$ cat src/rtl/bus_timer.sv
// rtl/bus_timer.sv - memory-mapped 16-bit down-counting timer with prescaler, snapshot read and IRQ
module bus_timer #(
  parameter logic [15:0] BASE = 16'hFE00
) (
  input  logic        clk,
  input  logic        RST,
  input  logic [15:0] AD,
  input  logic [7:0]  DO,
  input  logic        WE,
  input  logic        RDY,
  output logic [7:0]  DI,
  output logic        hit,
  output logic        IRQ
);

  logic        sel;
  logic [2:0]  offset;
  logic        wr;
  logic        tick;
  logic        expire;
  logic [7:0]  rd_data;

  logic [15:0] latch;
  logic [15:0] counter;
  logic [7:0]  pre;
  logic [7:0]  prescaler;
  logic        en;
  logic        cont;
  logic        ie;
  logic        tf;
  logic [7:0]  snap;

  assign sel    = (AD[15:3] == BASE[15:3]);
  assign offset = AD[2:0];
  assign wr     = sel && WE && RDY;
  assign tick   = en && (prescaler == 8'd0);
  assign expire = tick && (counter == 16'd0);

  always_comb begin
    rd_data = 8'h00;
    case (offset)
      3'd0:    rd_data = counter[7:0];
      3'd1:    rd_data = snap;
      3'd2:    rd_data = {5'b00000, ie, cont, en};
      3'd3:    rd_data = {7'b0000000, tf};
      3'd4:    rd_data = pre;
      default: rd_data = 8'h00;
    endcase
  end

  always_ff @(posedge clk) begin
    if (RST) begin
      latch     <= 16'hFFFF;
      counter   <= 16'hFFFF;
      pre       <= 8'h00;
      prescaler <= 8'h00;
      en        <= 1'b0;
      cont      <= 1'b0;
      ie        <= 1'b0;
      tf        <= 1'b0;
      snap      <= 8'h00;
      DI        <= 8'h00;
      hit       <= 1'b0;
      IRQ       <= 1'b0;
    end else begin
      DI  <= sel ? rd_data : 8'h00;
      hit <= sel;
      IRQ <= tf && ie;

      // Capturing the high byte on the low-byte read makes a low-then-high read coherent
      if (sel && (offset == 3'd0) && !WE)
        snap <= counter[15:8];

      if (en) begin
        if (prescaler == 8'd0)
          prescaler <= pre;
        else
          prescaler <= prescaler - 8'd1;
      end

      if (tick) begin
        if (counter == 16'd0) begin
          tf <= 1'b1;
          if (cont)
            counter <= latch;
          else
            en <= 1'b0;
        end else begin
          counter <= counter - 16'd1;
        end
      end

      // Register writes come last so a THI or CTRL write overrides the same-edge tick
      if (wr) begin
        case (offset)
          3'd0: latch[7:0] <= DO;
          3'd1: begin
            latch[15:8] <= DO;
            counter     <= {DO, latch[7:0]};
            prescaler   <= pre;
            en          <= 1'b1;
            tf          <= 1'b0;
          end
          3'd2: {ie, cont, en} <= DO[2:0];
          3'd3: if (DO[0] && !expire) tf <= 1'b0;
          3'd4: pre <= DO;
          default: ;
        endcase
      end
    end
  end

endmodule

$ cat config.mk
export PLATFORM = sky130hd
export DESIGN_NAME = bus_timer
export DESIGN_NICKNAME = d
export VERILOG_FILES = /design/src/rtl/bus_timer.sv
export SDC_FILE = /design/constraint.sdc
export NUM_CORES = 1
export LEC_CHECK = 0
export CORE_MARGIN = 4
export CORE_UTILIZATION = 56
export DETAILED_ROUTE_END_ITERATION = 6
export GPL_TIMING_DRIVEN = 0
export PLACE_DENSITY = 0.83
export SLEW_MARGIN = 5
export SYNTH_ARGS = -nofsm -noshare
export SYNTH_HDL_FRONTEND = slang
export SYNTH_SLANG_ARGS = --single-unit
$ cat constraint.sdc
create_clock -name clk -period 2.7 [get_ports clk]
set_input_delay 0.81 -clock clk [delete_from_list [all_inputs] [get_ports clk]]
set_output_delay 0.81 -clock clk [all_outputs]
set_load 0.05 [all_outputs]
# ---- Word level (Yosys, flattened, before mapping)
# Index checks and enable logic that the tools add are counted.
dict set report totals {
  reg_bits 70
  in_bits 28
  output_inout_bits 10
  elab_cells 59
}
dict set report classes {
  add_sub_neg 2
  eq_ne 5
  muxes 20
  n_bitwise 1
  n_reduce_logical 18
}
# cell n
set ops {}
lappend ops {{$mux W16} 5}
lappend ops {{$pmux W8 S5} 1}
lappend ops {{$mux W8} 4}
lappend ops {{$logic_not A16 Y1} 1}
lappend ops {{$sub A16 B1 Y16 const B} 1}
lappend ops {{$eq A13 B13 Y1 const B} 1}
lappend ops {{$logic_and A1 B1 Y1} 8}
lappend ops {{$logic_not A8 Y1} 1}
lappend ops {{$mux W1} 8}
lappend ops {{$reduce_and A2 Y1} 4}
lappend ops {{$sub A8 B1 Y8 const B} 1}
lappend ops {{$eq A3 B2 Y1 const B} 2}
lappend ops {{$pmux W1 S2} 2}
lappend ops {{$eq A3 B1 Y1 const B} 1}
lappend ops {{$eq A3 B3 Y1 const B} 1}
lappend ops {{$logic_not A3 Y1} 1}
lappend ops {{$logic_not A1 Y1} 2}
lappend ops {{$reduce_or A2 Y1} 1}
lappend ops {{$not A1 Y1} 1}

# ---- Longest topological paths before layout
# Gate-level depths: netlist of run 1.
dict set report depth {
  word_depth 8
  depth_mapped 9
  mapped_depth_nobuf 7
}

# ---- Least setup slack after synthesis of run 1
# No wires, ideal clock.
dict set report synth_path {
  kind {input to register}
  startpoint {in AD[4]}
  endpoint {reg latch[10]}
  setup_ns 0.137
  t_arrival_ns 2.200
  required_time_ns 2.563
  setup_slack_ns 0.363
  stages 7
  path_buffers 2
  cell_sequence {nor4_4 > nand4_1 > or3_1 > clkbuf_1 > buf_2 > nand2_1 > nand3_1}
}
dict set report synth_between {
  elab_chain_len 4
}
# item line_no
set synth_lines {}
lappend synth_lines {{start: declaration} 7} ;# input logic [15:0] AD,
lappend synth_lines {{$eq A13 B13 Y1} 33} ;# assign sel = (AD[15:3] == BASE[15:3]);
lappend synth_lines {{$logic_and A1 B1 Y1 (2 in a row)} 35} ;# assign wr = sel && WE && RDY;
lappend synth_lines {{$reduce_and A2 Y1 (no source line)} n/a}
lappend synth_lines {{end signal: assignment} 53} ;# latch <= 16'hFFFF;
lappend synth_lines {{end signal: assignment} 98} ;# latch[15:8] <= DO;
lappend synth_lines {{end: declaration} 23} ;# logic [15:0] latch;
# Every way passes these cells.
# A chain may end at the register's enable or synchronous reset.

# ---- Final worst setup path of run 1
dict set report layout_path {
  startpoint {in AD[5]}
  endpoint {reg prescaler[4]}
}
dict set report layout_between {
  elab_chain_len 4
}
# item line_no
set layout_lines {}
lappend layout_lines {{$eq A13 B13 Y1} 33}
lappend layout_lines {{$logic_and A1 B1 Y1 (2 in a row)} 35}
lappend layout_lines {{$mux W8} 94} ;# if (wr) begin
lappend layout_lines {{end signal: assignment} 76} ;# prescaler <= pre;
lappend layout_lines {{end signal: assignment} 78} ;# prescaler <= prescaler - 8'd1;
lappend layout_lines {{end signal: assignment} 100} ;# prescaler <= pre;
lappend layout_lines {{end: declaration} 26} ;# logic [7:0] prescaler;
# Every way passes these cells.

==> results by group, run 1 <==
Die
  – Die Wd: 89.2 um
  – Die Y: 89.2 um
  – Die footprint: 7960 sq um
  – Initial Utilization: 0.578
  – # IOs: 38
  – Core Area: 6390 sq um
  – FP Rows: 29

Cells and area
  – Fin area: 4420 sq um
  – Antenna diodes: 0
  – Area added between synthesis and finish: 19.6%
  – Final core utilization: 0.691
  – Nets: 513
  – Share of cells above drive strength 1: 0.115

Clock network
  – CTS tree: built
  – Worst-path clk slew: 0.09 ns
  – H-tree Lvls: 3
  – Max clock buf depth: 2
  – CTS sink count: 70
  – CTS Hold Bufs: 0
  – Clk Latency, worst-skew pair: 0.35 ns
  – CTS buffer count: 9
  – Root buffer cell: clkbuf_8

Drt
  – DR vias/cell: roughly 6.4
  – WL final: 11.0 mm
  – Routed Antenna Nets: 0
  – Wire length per cell: about 20 um
  – # DRC: 0
  – DR pass1 iterations: 5
  – Via Count: 3,610
  – First DRT Iteration DRCs: 309

Global route
  – Gr usage total: 0.284
  – Largest net degree at the start of global routing: 14
  – Antenna violations before repair: 0
  – Vias in the first global route: between 3,000 and 4,000
  – Total gr overflow: 0
  – Global-route wire length before repair: 16.9 mm

Worst setup path
  – Crit path depth: 7
  – Slowest stage delay, CP: 0.44 ns
  – Crit path buffers/inverters: 2
  – CP delay by family, top: simple AND/OR/NAND/NOR gates
  – Max FO, Critical Path: 7
  – Crit-path cells: clkdlybuf4s50_1 > nor4_4 > buf_4 > nand4_4 > nor3_4 > nor2_1 > o211a_1
  – Type of destination of the critical path: register
  – FF-to-FF path depth: 6
  – Critical path arrival: 2.88 ns
  – Startpoint types: input pin
  – Critical path class: input pin to register
  – Crit path required time: 2.95 ns
  – Slowest CP cell: clkdlybuf4s50_1

Synthesis
  – Area share of the largest cell type after synthesis: 0.380
  – Syn Std Cell Area: 3690 sq um
  – Most frequent cells after synthesis: 70 x dfxtp_1, 46 x nor2_1, 44 x nand2_1, 35 x mux2i_1, 34 x a21oi_1
  – Synth Register Bits: 70
  – Post-synthesis average cell area: 8.59 sq um
  – Sequential element share of the synthesized area: 0.380
  – Synth unique cells: a little over 60
  – Top FF cell, synth: dfxtp_1
  – Syn Inst Count: 430
  – Number of synthesized flops with an enable pin: 0
  – Post-synth top area cell: dfxtp_1
  – Top-count cell post-synth: dfxtp_1
  – Synth Net Count: 462
  – Top post-synthesis cells by area: dfxtp_1 38%, mux2i_1 9.5%, nor2_1 4.7%
  – Yosys warns: 0
  – Post-synth ARST share: 0

Placed design
  – Port buffer count: 34
  – Area after DPL: 4130 sq um
  – Gp weighted congestion: 0.959
  – Dpl hpwl: 8.19 mm

STA
  – Period minus WS final: ~2.6 ns
  – Post-Route Skew: 0.0148 ns
  – Final Hold Fails: 0
  – Relative slew slack: 0.505
  – RSZ-0062 raised after global routing: true
  – Setup-failing EPs final: 0
  – Least-Margin Pin Slew: 0.736 ns
  – Fmax: between 300 and 400 MHz
  – Final hold slack: approximately 0.44 ns
  – Count of final max-slew check failures: 0
  – Period utilization: 0.973
  – Final TNS setup: 0 ns

Power and ir drop
  – Worst VDD drop: 0.396 mV
  – Leak pwr: 1.63 nW
  – Tot Pwr: ~2 mW
  – Power Density: 443 nW/um^2

Worst hold path
  – Type of the worst min-delay path: register to register
  – Hold depth: 2

Job
  – Max Cap Viol: 0

Status
  – Status: completed
==> final cells by class <==
| type | instances | area [sq um] |
|---|---|---|
| plain buffers | 26 | 126 |
| repair buffers | 41 | 420 |
| multi-input cells | 325 | 2170 |
| fillers | 514 | 1970 |
| flip-flops and latches | 70 | 1400 |
| inverters | 8 | 30.0 |
| well taps | 77 | 96.3 |
| clock buffers | 10 | 128 |
| clock inverters | 6 | 46.3 |
==> metrics by stage <==
step / std cells / worst slack (ns)
2_1_floorplan: 430 / 0.363
3_3_place_gp: 541 / -0.474
3_5_place_dp: 541 / -0.488
4_1_cts: 557 / -0.0362
5_1_grt: 563 / -0.0269
6_report: 563 / 0.0738
==> worst min-delay path, stage by stage, from the launching register on <==
cell and delay (ns):
dfxtp_1 0.31, nand2_1 0.05, nand2_1 0.04
==> power by group <==
group	internal, mW	switching, mW	leakage (nW)
logic	0.0649	0.0794	0.986
registers	1.04	0.00483	0.565
clock network	0.338	0.432	0.0829
total	1.44	0.516	1.63
==> flip-flops by register name (all words and copies together), names as in the netlist, 8 cells and up <==
register,flops
pre,8
snap,8
DI,8
prescaler,8
counter,16
latch,16
==> layout by cell type, fill, tap and decap left out, types with 4 or more instances in the layout <==
master            n
and3_1            7
nor3_1           13
o31ai_1           4
inv_1             8
a31oi_1           7
clkdlybuf4s50_1  33
and2_1            4
ha_1              4
nand4_1          12
nor2b_1           6
nand3_1           9
dfxtp_1          70
nand2b_1          4
a21oi_1          34
mux2i_1          35
clkbuf_8          9
buf_4             7
nor2_1           46
nand2_1          44
and4_1            5
clkbuf_1         12
a211oi_1          5
o21ai_0          16
buf_2             8
==> cell families (layout without fill, tap and decap cells) <==
kind of cell,Yosys count,after routing,share of synthesized area
compound gates,96,96,0.165
fa+ha+maj,4,4,0.0136
simple gates,182,182,0.281
flops,70,70,0.380
xor+xnor,4,4,0.00949
buf+inv,35,91,0.0407
mux,39,39,0.110
==> path summary, 6_finish.rpt <==
check,startpoint,to,slack (ns)
worst min-delay path,latch[12],latch[12],0.44
worst max register to register,counter[0],counter[4],0.26
worst max-delay path,AD[5],prescaler[4],0.07
worst min register to register,latch[12],latch[12],0.44
==> layer usage <==
| metal | GRT usage | up-vias | wire (um) |
|---|---|---|---|
| met1 | 0.375 | 1711 | 4600 |
| met4 | 0.119 | 0 | 290 |
| met5 | 0 | - | 0 |
| li1 | - | 1669 | - |
| met3 | 0.0442 | 22 | 1030 |
| met2 | 0.460 | 208 | 5100 |
==> repair_timing <==
item	CTS	global route
gates resized for setup	2	9
pin swaps	1	7
buffers inserted	0	7
setup endpoints to repair	15	39
No activity file was read; power rests on OpenSTA's default activity.
==> run 2: changes to the inputs <==
--- a/config.mk
+++ b/config.mk
@@ -14,3 +14,4 @@
 export SYNTH_ARGS = -nofsm -noshare
 export SYNTH_HDL_FRONTEND = slang
 export SYNTH_SLANG_ARGS = --single-unit
+export TNS_END_PERCENT = 1
==> results by group, run 2 (synthesis gave the netlist of run 1 again) <==
Status
  – Status: completed (unchanged)

Clock network
  – CTS Hold Bufs: 0 (unchanged)
  – Worst-path clk slew: 0.08 ns (was 0.09 ns)
  – CTS tree: built (unchanged)
  – CTS sink count: 70 (unchanged)
  – Clk Latency, worst-skew pair: 0.36 ns (was 0.35 ns)
  – Max clock buf depth: 2 (unchanged)
  – Root buffer cell: clkbuf_8 (unchanged)
  – H-tree Lvls: 3 (unchanged)
  – CTS buffer count: 9 (unchanged)

Cells and area
  – Final core utilization: 0.681 (was 0.691)
  – Fin area: 4350 sq um (was 4420 sq um)
  – Largest registers: counter x16, latch x16 (unchanged)
  – Area added between synthesis and finish: 17.7% (was 19.6%)
  – Most common cell after layout, fill and taps aside: dfxtp_1 (unchanged)
  – Nets: 508 (was 513)
  – Most frequent cells in the layout: 70 x dfxtp_1, 46 x nor2_1, 44 x nand2_1 (unchanged)
  – Number of fill cells: 521 (was 514)
  – Share of cells above drive strength 1: 0.102 (was 0.115)
  – Antenna diodes: 0 (unchanged)

Drt
  – DR pass1 iterations: 5 (unchanged)
  – # DRC: 0 (unchanged)
  – First DRT Iteration DRCs: 297 (was 309)
  – WL final: 10.8 mm (was 11.0 mm)
  – Routed Antenna Nets: 0 (unchanged)
  – Wire length per cell: 19.4 um (was 19.6 um)
  – Via Count: 3,548 (was 3,610)
  – DR vias/cell: 6.36 (was 6.41)

Placed design
  – Dpl hpwl: 8.19 mm (unchanged)
  – Port buffer count: 34 (unchanged)
  – Area after DPL: 4130 sq um (unchanged)
  – Gp weighted congestion: 0.959 (unchanged)

Die
  – FP Rows: 29 (unchanged)
  – Die Y: 89.2 um (unchanged)
  – Core Area: 6390 sq um (unchanged)
  – Die footprint: 7960 sq um (unchanged)
  – Die Wd: 89.2 um (unchanged)
  – Initial Utilization: 0.578 (unchanged)
  – # IOs: 38 (unchanged)

STA
  – Final Hold Fails: 0 (unchanged)
  – Period minus WS final: 2.65 ns (was 2.63 ns)
  – Post-Route Skew: 0.0145 ns (was 0.0148 ns)
  – RSZ-0062 raised after global routing: true (unchanged)
  – Fmax: 377 MHz (was 381 MHz)
  – Final hold slack: 0.444 ns (was 0.443 ns)
  – Least-Margin Pin Slew: 0.765 ns (was 0.736 ns)
  – Period utilization: 0.983 (was 0.973)
  – Relative slew slack: 0.486 (was 0.505)
  – Setup-failing EPs final: 0 (unchanged)
  – Count of final max-slew check failures: 0 (unchanged)

Global route
  – Vias in the first global route: 3,342 (unchanged)
  – Gr usage total: 0.284 (unchanged)
  – Total gr overflow: 0 (unchanged)
  – Antenna violations before repair: 0 (unchanged)
  – Largest net degree at the start of global routing: 14 (unchanged)
  – Global-route wire length before repair: 16.9 mm (unchanged)

Worst setup path
  – Max FO, Critical Path: 8 (was 7)
  – Critical path arrival: 2.87 ns (was 2.88 ns)
  – Slowest CP cell: clkdlybuf4s50_1 (unchanged)
  – Critical path class: input pin to register (unchanged)
  – Startpoint types: input pin (unchanged)
  – Type of destination of the critical path: register (unchanged)
  – FF-to-FF path depth: 6 (unchanged)
  – Slowest stage delay, CP: 0.44 ns (about the same)
  – Crit path required time: 2.92 ns (was 2.95 ns)
  – Crit-path cells: clkdlybuf4s50_1 > nor4_4 > nand4_2 > or3_1 > clkbuf_1 > a21oi_1 > a211oi_1 (was clkdlybuf4s50_1 > nor4_4 > buf_4 > nand4_4 > nor3_4 > nor2_1 > o211a_1)

Worst hold path
  – Hold depth: 2 (unchanged)
  – Type of the worst min-delay path: register to register (unchanged)

Job
  – Max Cap Viol: 0 (unchanged)

Power and ir drop
  – Power Density: 448 nW/um^2 (was 443 nW/um^2)
  – Tot Pwr: 1.95 mW (about the same)
  – Worst VDD drop: 0.388 mV (was 0.396 mV)
  – Leak pwr: 1.62 nW (was 1.63 nW)
-- run 2: area by class of cell --
cell class	instances	area (sq um)	share of cell area
Buffer	27	124	0.0285
Clock buffer	10	128	0.0294
Clock inverter	6	46.3	0.0107
Inverter	8	30.0	0.00691
Multi-Input combinational cell	325	2150	0.495
Sequential cell	70	1400	0.322
Tap cell	77	96.3	0.0222
Timing Repair Buffer	35	368	0.0846
-- run 2: metrics by stage --
stage | setup TNS (ns) | cells | setup slack, ns
finish | 0 | 558 | 0.0466
global route | -0.923 | 558 | -0.0829
CTS | -0.0557 | 557 | -0.0362
detailed placement | -18.58 | 541 | -0.488
global placement | -17.12 | 541 | -0.474
floorplan | 0 | 430 | 0.363
-- run 2: timing repair --
| action | in CTS | in global routing |
|---|---|---|
| setup buffers | 0 | 1 |
| pin swaps | 1 | 1 |
| endpoints found under the hold margin | 0 | 0 |
| setup endpoints to repair | 15 | 39 |
| resized for setup | 2 | 5 |
-- run 2: power by group --
part,total (mW),switching (mW),internal (mW),leakage (nW)
clock network,0.768,0.430,0.338,0.0829
logic,0.141,0.0775,0.0630,0.967
registers,1.04,0.00489,1.04,0.565
-- run 2: path summary, 6_finish.rpt --
kind | start | end | slack [ns]
max | AD[6] | prescaler[2] | 0.05
max reg2reg | counter[0] | counter[4] | 0.25
min | latch[12] | latch[12] | 0.44
min reg2reg | latch[12] | latch[12] | 0.44
-- run 2: layer usage --
layer / GRT usage / routed length, um / up-vias
met3: 0.0442 / 951 / 25
li1: - / - / 1666
met4: 0.119 / 295 / 0
met1: 0.375 / 4560 / 1681
met2: 0.460 / 5040 / 176
met5: 0 / 0 / -
-- run 2: worst max-delay path: cells and delay by family --
| kind | cells | cell delay [ns] |
|---|---|---|
| buffers and inverters | 2 | 0.71 |
| AOI/OAI and AO/OA | 2 | 0.28 |
| and+or+nand+nor | 3 | 1.06 |
==> run 3: changes to the inputs <==
--- a/config.mk
+++ b/config.mk
@@ -6,10 +6,10 @@
 export NUM_CORES = 1
 export LEC_CHECK = 0
 export CORE_MARGIN = 4
-export CORE_UTILIZATION = 56
+export CORE_UTILIZATION = 51
 export DETAILED_ROUTE_END_ITERATION = 6
 export GPL_TIMING_DRIVEN = 0
-export PLACE_DENSITY = 0.83
+export PLACE_DENSITY = 0.8
 export SLEW_MARGIN = 5
 export SYNTH_ARGS = -nofsm -noshare
 export SYNTH_HDL_FRONTEND = slang
==> constraint.sdc (replaced) <==
create_clock -name clk -period 2.3 [get_ports clk]
set_input_delay 0.69 -clock clk [delete_from_list [all_inputs] [get_ports clk]]
set_output_delay 0.69 -clock clk [all_outputs]
set_load 0.05 [all_outputs]
==> results by group, run 3 (synthesis gave the netlist of run 1 again) <==
STA
  – Period minus WS final: 2.25 ns
  – Setup-failing EPs final: 0 (unchanged)
  – Setup ws final: 0.0459 ns (was 0.0466 ns)
  – Count of final max-slew check failures: 0 (unchanged)
  – Period utilization: 0.980
  – Least-Margin Pin Slew: 0.731 ns (was 0.765 ns)
  – Relative slew slack: 0.508 (was 0.486)
  – Final Hold Fails: 0 (unchanged)
  – Post-Route Skew: 0.00905 ns (was 0.0145 ns)
  – RSZ-0062 raised after global routing: true (unchanged)
  – Fmax: 444 MHz

Worst setup path
  – Crit path required time: 2.51 ns (was 2.92 ns)
  – Crit-path cells: clkdlybuf4s50_1 > and4_2 > nand4_4 > or3_4 > a21oi_1 > a211oi_1 (was clkdlybuf4s50_1 > nor4_4 > nand4_2 > or3_1 > clkbuf_1 > a21oi_1 > a211oi_1)
  – Crit path depth: 6 (was 7)
  – Internal reg-to-reg setup slack: 0.05 ns (was 0.25 ns)
  – Type of destination of the critical path: register (unchanged)
  – Crit path buffers/inverters: 1 (was 2)
  – CP startpoint: AD[14] (was AD[6])
  – Slowest stage delay, CP: 0.53 ns (was 0.44 ns)
  – Setup crit end: prescaler[0] (was prescaler[2])
  – FF-to-FF path depth: 9 (was 6)
  – R2r startpoint: counter[0] (unchanged)
  – Critical path class: input pin to register (unchanged)
  – Critical path arrival: 2.47 ns (was 2.87 ns)
  – RR Endpoint: counter[8] (was counter[4])
  – CP delay by family, top: simple AND/OR/NAND/NOR gates (unchanged)
  – Slowest CP cell: or3_4 (was clkdlybuf4s50_1)
  – Max FO, Critical Path: 8 (unchanged)
  – Startpoint types: input pin (unchanged)

Drt
  – Wire length per cell: 19.9 um (was 19.4 um)
  – # DRC: 0 (unchanged)
  – Via Count: 3,625 (was 3,548)
  – DR vias/cell: 6.21 (was 6.36)
  – WL final: 11.6 mm (was 10.8 mm)
  – Routed Antenna Nets: 0 (unchanged)
  – DR pass1 iterations: 5 (unchanged)
  – First DRT Iteration DRCs: 348 (was 297)

Clock network
  – Worst-path clk slew: 0.08 ns (about the same)
  – Max clock buf depth: 2 (unchanged)
  – Clk Latency, worst-skew pair: 0.36 ns (about the same)
  – CTS sink count: 70 (unchanged)
  – CTS buffer count: 9 (unchanged)
  – H-tree Lvls: 3 (unchanged)
  – CTS Hold Bufs: 0 (unchanged)
  – CTS tree: built (unchanged)
  – Root buffer cell: clkbuf_8 (unchanged)

Die
  – Core Area: 6910 sq um (was 6390 sq um)
  – # IOs: 38 (unchanged)
  – Die Y: 93.1 um (was 89.2 um)
  – FP Rows: 30 (was 29)
  – Die footprint: 8660 sq um (was 7960 sq um)
  – Initial Utilization: 0.535 (was 0.578)
  – Die Wd: 93.1 um (was 89.2 um)

Power and ir drop
  – Switch Pwr: 0.619 mW (was 0.513 mW)
  – Power Density: 555 nW/um^2 (was 448 nW/um^2)
  – Worst VDD drop: 0.273 mV (was 0.388 mV)
  – Leak pwr: 1.75 nW (was 1.62 nW)
  – Switching Share: 0.242 (was 0.263)
  – P_int: 1.94 mW (was 1.44 mW)
  – Clk pwr share: 0.454 (was 0.394)
  – Combinational power share: 0.067 (was 0.072)
  – Part of the power in registers: 0.479 (was 0.534)

Cells and area
  – Nets: 515 (was 508)
  – Antenna diodes: 0 (unchanged)
  – Most common cell after layout, fill and taps aside: dfxtp_1 (unchanged)
  – Number of fill cells: 572 (was 521)
  – Largest registers: counter x16, latch x16 (unchanged)
  – Area added between synthesis and finish: 24.6% (was 17.7%)
  – Storage cell area: 1410 sq um (was 1400 sq um)
  – Multi-input gate area: 2220 sq um (was 2150 sq um)
  – Most frequent cells in the layout: 67 x dfxtp_1, 45 x nor2_1, 43 x nand2_1 (was 70 x dfxtp_1, 46 x nor2_1, 44 x nand2_1)
  – Share of cells above drive strength 1: 0.143 (was 0.102)
  – Final core utilization: 0.666 (was 0.681)
  – Fin area: 4600 sq um (was 4350 sq um)

Placed design
  – Port buffer count: 34 (unchanged)
  – Gp weighted congestion: 0.999 (was 0.959)
  – Dpl hpwl: 8.17 mm (was 8.19 mm)
  – Area after DPL: 4150 sq um (was 4130 sq um)
  – Pre-CTS setup slack: -0.768 ns (was -0.488 ns)

Global route
  – Largest net degree at the start of global routing: 14 (unchanged)
  – Global-route wire length before repair: 18.0 mm (was 16.9 mm)
  – Gr usage total: 0.271 (was 0.284)
  – Antenna violations before repair: 0 (unchanged)
  – Total gr overflow: 0 (unchanged)
  – Vias in the first global route: 3,356 (was 3,342)

Job
  – Max Cap Viol: 0 (unchanged)

Worst hold path
  – Type of the worst min-delay path: register to register (unchanged)

Status
  – Status: completed (unchanged)
run 3: layer usage:
layer | wire length [um] | vias to the layer above | share of wire | track usage
li1 | - | 1679 | - | -
met1 | 4890 | 1694 | 0.42 | 0.352
met2 | 5140 | 208 | 0.44 | 0.429
met3 | 1120 | 44 | 0.096 | 0.0636
met4 | 459 | 0 | 0.040 | 0.120
met5 | 0 | - | 0 | 0
run 3: cell type report:
cell class / count / share of cell area
Inverter: 8 / 0.00653
Buffer: 26 / 0.0356
Tap cell: 96 / 0.0261
Multi-Input combinational cell: 325 / 0.482
Sequential cell: 70 / 0.305
Clock inverter: 6 / 0.0204
Timing Repair Buffer: 43 / 0.0941
Clock buffer: 10 / 0.0299
run 3: how the worst min path moves through the flow:
| stage | startpoint | endpoint | cells after the start |
|---|---|---|---|
| finish | latch[11] | latch[11] | 2 |
| global route | latch[13] | latch[13] | 2 |
| CTS | latch[11] | latch[11] | 2 |
| detailed placement | latch[11] | latch[11] | 2 |
| global placement | latch[8] | latch[8] | 2 |
| floorplan | latch[11] | latch[11] | 2 |
run 3: metrics by stage:
step                power [mW]  hold slack, ns  std cells  setup TNS, ns
finish                    2.55           0.439        584              0
floorplan                 1.33           0.416        430              0
global route              2.63           0.470        584         -0.121
global placement          1.41           0.429        560         -36.19
detailed placement        1.42           0.432        560         -36.37
CTS                       2.55           0.442        579              0
run 3: power groups by stage:
stage	sequential, mW	combinational [mW]	clock (mW)
finish	1.22	0.172	1.16
global route	1.22	0.182	1.23
CTS	1.22	0.167	1.16
detailed placement	1.25	0.165	0
global placement	1.25	0.163	0
floorplan	1.25	0.0818	0
run 3: worst reg2reg max path, cell delays in order, from the launching register on:
cell,delay (ns)
dfxtp_2,0.37
inv_1,0.09
ha_1,0.20
nor4b_4,0.37
and4_1,0.26
buf_4,0.15
clkbuf_4,0.22
o2bb2ai_1,0.09
a311oi_1,0.28
o21ai_1,0.11
run 3: repair_timing:
action	CTS	global route
setup endpoints to repair	55	55
pin swaps	9	7
buffers inserted	4	5
gates resized for setup	19	17
